--- config.mk ---
export PLATFORM = sky130hd
export DESIGN_NAME = evaluador_condicion
export DESIGN_NICKNAME = d
export VERILOG_FILES = /design/src/rtl/evaluador_condicion_pkg.sv /design/src/rtl/evaluador_condicion_decodificador.sv /design/src/rtl/evaluador_condicion.sv
export SDC_FILE = /design/constraint.sdc
export NUM_CORES = 1
export LEC_CHECK = 0
export BUFFER_PORTS_ARGS = -buffer_cell sky130_fd_sc_hd__buf_2
export CORE_UTILIZATION = 45
export CTS_BUF_LIST = sky130_fd_sc_hd__clkbuf_16
export DETAILED_ROUTE_END_ITERATION = 10
export MAX_ROUTING_LAYER = met4
export PLACE_DENSITY = 0.74
export SYNTH_ARGS = -nofsm -noshare
export SYNTH_HDL_FRONTEND = slang
export SYNTH_SLANG_ARGS = --single-unit
export TNS_END_PERCENT = 30
--- constraint.sdc ---
create_clock -name clk -period 4.95 [get_ports clk]
set_clock_uncertainty 0.05 [all_clocks]
set_input_delay 0.2475 -clock clk [delete_from_list [all_inputs] [get_ports clk]]
set_output_delay 0.2475 -clock clk [all_outputs]
set_load 0.03 [all_outputs]
--- src/rtl/evaluador_condicion_pkg.sv ---
// Shared ALU flag definitions and branch/predication condition codes.
package evaluador_condicion_pkg;

  localparam int IDX_N = 0;
  localparam int IDX_Z = 1;
  localparam int IDX_C = 2;
  localparam int IDX_V = 3;

  typedef logic [3:0] flags_t;

  typedef enum logic [3:0] {
    EQ = 4'h0,
    NE = 4'h1,
    CS = 4'h2,
    CC = 4'h3,
    MI = 4'h4,
    PL = 4'h5,
    VS = 4'h6,
    VC = 4'h7,
    HI = 4'h8,
    LS = 4'h9,
    GE = 4'hA,
    LT = 4'hB,
    GT = 4'hC,
    LE = 4'hD,
    AL = 4'hE,
    NV = 4'hF
  } cond_e;

endpackage

--- src/rtl/evaluador_condicion_decodificador.sv ---
// Combinational condition evaluation: (flags, code) -> taken.
module decodificador_condicion
  import evaluador_condicion_pkg::*;
(
  input  flags_t     banderas,
  input  logic [3:0] codigo,
  output logic       tomada
);

  logic n, z, c, v;

  assign n = banderas[IDX_N];
  assign z = banderas[IDX_Z];
  assign c = banderas[IDX_C];
  assign v = banderas[IDX_V];

  always_comb begin
    tomada = 1'b0;
    unique case (cond_e'(codigo))
      EQ: tomada = z;
      NE: tomada = !z;
      CS: tomada = c;
      CC: tomada = !c;
      MI: tomada = n;
      PL: tomada = !n;
      VS: tomada = v;
      VC: tomada = !v;
      HI: tomada = c && !z;
      LS: tomada = !c || z;
      GE: tomada = (n == v);
      LT: tomada = (n != v);
      GT: tomada = !z && (n == v);
      LE: tomada = z || (n != v);
      AL: tomada = 1'b1;
      NV: tomada = 1'b0;
    endcase
  end

endmodule

--- src/rtl/evaluador_condicion.sv ---
// Flag register + condition evaluator with a one-entry result register.
// Define FLAG_FORWARD_EN to evaluate same-edge flag writes with the new flags.
module evaluador_condicion
  import evaluador_condicion_pkg::*;
#(
  parameter int ANCHO_ETIQUETA = 4,
  parameter int ANCHO_CONTADOR = 8
) (
  input  logic                      clk,
  input  logic                      rst,
  input  flags_t                    banderas,
  input  logic                      escribir_banderas,
  input  logic                      cond_valid,
  output logic                      cond_ready,
  input  logic [3:0]                cond_codigo,
  input  logic [ANCHO_ETIQUETA-1:0] cond_etiqueta,
  output logic                      res_valid,
  input  logic                      res_ready,
  output logic                      res_tomada,
  output logic [ANCHO_ETIQUETA-1:0] res_etiqueta,
  output flags_t                    banderas_reg,
  output logic [ANCHO_CONTADOR-1:0] conteo_tomadas
);

  flags_t banderas_eval;
  logic   acepta;
  logic   tomada;

  assign cond_ready = !res_valid || res_ready;
  assign acepta     = cond_valid && cond_ready;

`ifdef FLAG_FORWARD_EN
  assign banderas_eval = escribir_banderas ? banderas : banderas_reg;
`else
  assign banderas_eval = banderas_reg;
`endif

  decodificador_condicion u_dec (
    .banderas (banderas_eval),
    .codigo   (cond_codigo),
    .tomada   (tomada)
  );

  always_ff @(posedge clk or posedge rst) begin
    if (rst) begin
      banderas_reg <= '0;
    end else if (escribir_banderas) begin
      banderas_reg <= banderas;
    end
  end

  always_ff @(posedge clk or posedge rst) begin
    if (rst) begin
      res_valid    <= 1'b0;
      res_tomada   <= 1'b0;
      res_etiqueta <= '0;
    end else if (acepta) begin
      res_valid    <= 1'b1;
      res_tomada   <= tomada;
      res_etiqueta <= cond_etiqueta;
    end else if (res_ready) begin
      res_valid    <= 1'b0;
    end
  end

  // Saturates at all-ones so a long run never reads back as small.
  always_ff @(posedge clk or posedge rst) begin
    if (rst) begin
      conteo_tomadas <= '0;
    end else if (acepta && tomada && (conteo_tomadas != '1)) begin
      conteo_tomadas <= conteo_tomadas + ANCHO_CONTADOR'(1);
    end
  end

endmodule
==> flow_summary_export.csv, run 1 <==
group,metric,value,unit
pwr,intPower,0.000351,W
critical_path,crit_fanout,9,
cts,postCtsSetupBuffers,0,
cts,hold_buffers,0,
finish,fillers,172,
floorplanning,core_area,1760,sq um
run,cap_violations,0,
floorplanning,die_h,45.7,microns
synthesis,synthMuxAreaShare,15.7,%
floorplanning,initial_core_util,48.7,%
drt,ant_nets,0,
sta,maxSlewViolCount,0,
global_route,grt_use_total,18.7,%
cts,clk_latency,0.24,ns
finish,final_common_cell,"buf_2",
pwr,power.leakage,0.568,nW
critical_path,cp_top_family,"compound AO/OA/AOI/OAI gates",
pwr,total_power,0.000535,W
pwr,pwr-share-clk,29.4,%
critical_path,slowest_delay,0.40,ns
floorplanning,pin_count,36,
cts,path_clk_slew,0.05,ns
finish,largest_reg_flops,8,
synthesis,synth_top_family_by_area,"multiplexers",
synthesis,yosysSeqAreaShare,52.4,%
synthesis,synth_edf_count,0,
synthesis,syn_inst,67,
global_route,first_global_vias,597,
floorplanning,num_rows,15,
critical_path,path_cells,"o21ba_2 -> o22ai_1 -> xor2_1 -> o2bb2ai_2 -> nand2_4 -> mux2_4",
critical_path,end_kind,"flip-flop",
finish,multiInputGateArea,405,sq um
pwr,ir_drop,313,uV
synthesis,synthAdderAreaFrac,1.46,%
sta,finalSetupViolations,0,
synthesis,synth_ff_type,"dfrtp_1",
worst_hold_path,hold_path_class,"in -> async",
sta,finalSetupTns,0,ns
finish,area_growth,33.2,%
sta,rsz0062_at_grt,"false",
drt,wire_per_inst,12.2,microns
synthesis,ys_warn_count,0,
drt,wl,1590,microns
synthesis,synth.cell_area,860,sq um
synthesis,synthDistinctLibCells,24,
cts,cts_num_sinks,18,
critical_path,worst-path-buf-inv,0,
cts,cts_tree,"done",
global_route,antenna_found_initial,0,
synthesis,async_reset_ff_share,100,%
finish,fin_nets,125,
pwr,pwr-share-comb,32.3,%
cts,cts_resized,0,
sta,period_needed,1.82,ns
sta,tightest_slew,0.658,ns
cts,numCtsBuffers,3,
drt,via_count,663,
sta,relSlewSlack,56.1,%
synthesis,synth_xor_area_share,11.2,%
cts,clockRootBuffer,"clkbuf_16",
critical_path,required,5.03,ns
pwr,powerDensity,468,nW/um^2
outcome,run_status,"completed",
floorplanning,die_area,2090,sq um
global_route,overflow,0,
finish,num_antenna_cells,0,
synthesis,synth_fp_nets,85,
cts,cts_max_path_buffers,2,
finish,regArea,450,sq um
floorplanning,die_w,45.7,microns
critical_path,crit_slowest_cell,"dfrtp_1",
critical_path,start_kind,"flip-flop",
synthesis,postSynthAreaPerCell,12.8,sq um
finish,final_cell_mix,"buf_2 (35), dfrtp_1 (18), mux2_2 (8), xnor2_1 (8), nand3_1 (4)",
pwr,p_sw,0.000184,W
critical_path,setup.worst_path.class,"reg -> reg",
finish,drive_gt1_share,48.1,%
sta,period_share,36.8,%
global_route,grt_pass1_wl,2680,microns
pwr,switching_share,34.4,%
synthesis,yosys.area_share.simple,12.8,%
sta,hold_viol,0,
placement,gp_congestion,0.744,
synthesis,ys_ff_latch,18,
drt,drc_errors,0,
sta,fmax,0.549,GHz
drt,viasPerCell,5.06,
cts,htreeDepth,1,
drt,drt_iter0_drc,14,
global_route,grt_max_degree,19,
synthesis,synth-compound-area-share,5.97,%
drt,first_pass_iters,4,
placement,port_buffers,35,
pwr,p_seq_share,38.3,%
critical_path,worst_ep_arrival_time,1.90,ns
## cell usage after synthesis, types with 2 or more instances
cell	number	area (sq um)
dfrtp_1	18	450
mux2i_1	3	30.0
and3_1	3	18.8
nand3_1	4	20.0
xnor2_1	8	70.1
nand2b_1	2	12.5
mux2_2	8	90.1
xor2_1	3	26.3
nand4_1	3	18.8
## cell type report
type                    count  area share [%]
inverters                   1           0.328
multi-input cells          48            35.4
clock buffers               3            6.56
repair buffers             35            15.3
well taps                  25            2.73
clock inverters             1           0.328
flip-flops and latches     18            39.3
## through the flow
stage | hold slack (ns) | setup slack, ns | area (sq um) | utilization [%] | cells
CTS | 0.0685 | 3.12 | 1140 | 64.9 | 131
floorplan | 0.136 | 3.00 | 860 | - | 67
finish | 0.0398 | 3.13 | 1140 | 64.9 | 131
detailed placement | 0.329 | 3.13 | 1070 | 60.4 | 127
global route | 0.102 | 3.02 | 1140 | 64.9 | 131
global placement | 0.326 | 3.17 | 1070 | 60.4 | 127
## cells by family (layout without fill, tap and decap cells)
logic type,count (synthesis),count (layout)
flip-flops,18,18
AND/OR/NAND/NOR,18,18
multiplexers,12,12
XOR/XNOR,11,11
AO/OA/AOI/OAI,6,6
adder cells (fa/ha/maj),1,1
buffers and inverters,1,40
## per-layer routing
| metal | routed length, microns | vias up | global-route usage, % | part of all wire [%] |
|---|---|---|---|---|
| met5 | 0 | - | - | 0 |
| met4 | 14 | 0 | 7.06 | 0.88 |
| met3 | 71 | 2 | 3.97 | 4.5 |
| met2 | 796 | 18 | 28.0 | 50 |
| met1 | 712 | 322 | 25.1 | 45 |
| li1 | - | 321 | - | - |
## power groups by stage
stage          sequential, W  clock [W]  combinational [W]
4_1_cts             0.000205   0.000159           0.000176
6_report            0.000205   0.000157           0.000173
3_3_place_gp        0.000205          0           0.000172
2_1_floorplan       0.000262          0          0.0000649
3_5_place_dp        0.000206          0           0.000175
5_1_grt             0.000212   0.000165           0.000188
## worst paths after layout
path	from	depth (start not counted)	endpoint	slack (ns)
setup / recovery	banderas_reg[2]	6	conteo_tomadas[1]	3.13
hold / removal	rst	2	conteo_tomadas[3]	0.04
setup reg to reg	banderas_reg[2]	6	conteo_tomadas[1]	3.13
hold reg to reg	res_tomada	1	res_tomada	0.42
max in group asynchronous	rst	2	banderas_reg[0]	4.39
min in group clk	cond_valid	2	res_valid	0.18
Note: power is estimated with default switching activity, not from simulation.
==> run 2: changes to the inputs <==
==> constraint.sdc (replaced) <==
create_clock -name clk -period 1.85 [get_ports clk]
set_clock_uncertainty 0.05 [all_clocks]
set_input_delay 0.0925 -clock clk [delete_from_list [all_inputs] [get_ports clk]]
set_output_delay 0.0925 -clock clk [all_outputs]
set_load 0.03 [all_outputs]
==> flow_summary_export.csv, run 2 (same netlist as run 1, synthesis figures left out) <==
group,metric,value,unit
outcome,run_status,"completed",
floorplanning,pin_count,36,
floorplanning,die_h,45.7,microns
pwr,powerDensity,1230,nW/um^2
cts,cts_num_sinks,18,
drt,wl,1790,microns
critical_path,rr_worst_depth,6,
critical_path,crit_slowest_cell,"dfrtp_1",
critical_path,start_kind,"flip-flop",
critical_path,crit_fanout,7,
global_route,grt.busiest_layer,"met2",
run,cap_violations,0,
global_route,grt_use_met3,6.75,%
global_route,met1_usage,24.4,%
global_route,antenna_found_initial,0,
global_route,overflow,0,
cts,postCtsSetupBuffers,0,
global_route,grt_use_total,19.8,%
critical_path,cp_top_family,"compound AO/OA/AOI/OAI gates",
critical_path,end_kind,"flip-flop",
global_route,first_global_vias,654,
floorplanning,die_w,45.7,microns
critical_path,endpoint,"conteo_tomadas[1]",
placement,hpwl,1320,microns
floorplanning,num_rows,15,
critical_path,regToRegSetupSlack,0.10,ns
cts,htreeDepth,1,
critical_path,required,1.93,ns
pwr,power.leakage,0.585,nW
sta,finalSetupViolations,0,
placement,gp_congestion,0.741,
drt,drc_errors,0,
sta,relSlewSlack,54.3,%
drt,first_pass_iters,4,
placement,port_buffers,35,
worst_hold_path,hold_path_class,"in -> reg",
cts,cts_max_path_buffers,2,
sta,period_share,94.6,%
floorplanning,die_area,2090,sq um
sta,fmax,0.572,GHz
sta,tightest_slew,0.685,ns
critical_path,reg2reg_to,"conteo_tomadas[1]",
critical_path,r2r_start,"banderas_reg[2]",
cts,numCtsBuffers,3,
sta,maxSlewViolCount,0,
critical_path,setup.worst_path.class,"reg -> reg",
finish,largest_reg_flops,8,
finish,final_cell_mix,"buf_2 (35), dfrtp_1 (18), mux2_2 (8), xnor2_1 (8), nand3_1 (4)",
critical_path,crit_cells,6,
cts,path_clk_slew,0.05,ns
pwr,ir_drop,769,uV
critical_path,worstSetupStartpoint,"banderas_reg[2]",
drt,ant_nets,0,
drt,viasPerCell,5.10,
critical_path,path_cells,"o21ba_2 -> o22ai_1 -> xor2_1 -> o2bb2ai_4 -> nand2_4 -> mux2_4",
critical_path,worst-path-buf-inv,0,
floorplanning,initial_core_util,48.7,%
pwr,total_power,0.00146,W
critical_path,worst_ep_arrival_time,1.83,ns
cts,cts_tree,"done",
sta,finalSetupTns,0,ns
finish,drive_gt1_share,49.5,%
cts,clockRootBuffer,"clkbuf_16",
sta,rsz0062_at_grt,"false",
finish,final_common_cell,"buf_2",
floorplanning,core_area,1760,sq um
critical_path,slowest_delay,0.40,ns
cts,clk_latency,0.25,ns
drt,drt_iter0_drc,14,
sta,holdWs,0.0186,ns
sta,period_needed,1.75,ns
finish,num_antenna_cells,0,
finish,area_growth,37.8,%
sta,hold_viol,0,
global_route,grtUsageMet2,30.6,%
finish,fin_nets,128,
global_route,grt_pass1_wl,2840,microns
drt,via_count,684,
global_route,grt_max_degree,19,
drt,wire_per_inst,13.3,microns
-- run 2: changes by cell type in the layout (fill, tap and decap cells not counted) --
cell | previous run | this run
o2bb2ai_2 | 1 | 0
buf_4 | 0 | 2
nand2b_1 | 2 | 1
dlygate4sd3_1 | 0 | 1
nand2b_2 | 0 | 1
o2bb2ai_4 | 0 | 1
-- run 2: worst min path at each step --
stage | start | endpoint | slack [ns] | cells past startpoint
floorplan | rst | banderas_reg[0] | -0.02 | 1
global placement | rst | res_valid | 0.17 | 2
detailed placement | rst | banderas_reg[2] | 0.18 | 2
CTS | cond_valid | res_valid | 0.02 | 2
global route | cond_etiqueta[2] | res_etiqueta[2] | 0.03 | 2
finish | cond_valid | res_valid | 0.02 | 2
-- run 2: what timing repair did --
item	CTS	global route
resized for setup	0	1
endpoints found under the setup margin	0	2
hold buffers	1	0
endpoints found under the hold margin	18	0
-- run 2: cell type report --
type                            count  area [sq um]
Fill cell                         163           579
Sequential cell                    18           450
Multi-Input combinational cell     48           420
Timing Repair Buffer               38           200
Clock buffer                        3          75.1
Tap cell                           25          31.3
Clock inverter                      1          3.75
Inverter                            1          3.75
-- run 2: report_power, final --
group / total, W / switching, W / internal, W / leakage [nW]
Combinational: 0.000481 / 0.000292 / 0.000188 / 0.326
Clock: 0.000427 / 0.000140 / 0.000287 / 0.0385
Sequential: 0.000548 / 0.0000744 / 0.000473 / 0.220
-- run 2: per-layer routing --
metal	part of all wire, %	vias up
li1	-	325
met2	51	22
met3	4.8	0
met1	44	337
met5	0	-
met4	0	0
-- run 2: per-stage QoR --
| stage | setup slack, ns | utilization (%) | cell area [sq um] | cells |
|---|---|---|---|---|
| global placement | 0.121 | 61.4 | 1080 | 129 |
| CTS | 0.0589 | 66.5 | 1170 | 134 |
| detailed placement | 0.0682 | 61.4 | 1080 | 129 |
| floorplan | 0.00350 | - | 862 | 67 |
| global route | 0.0409 | 67.2 | 1180 | 134 |
| finish | 0.100 | 67.2 | 1180 | 134 |
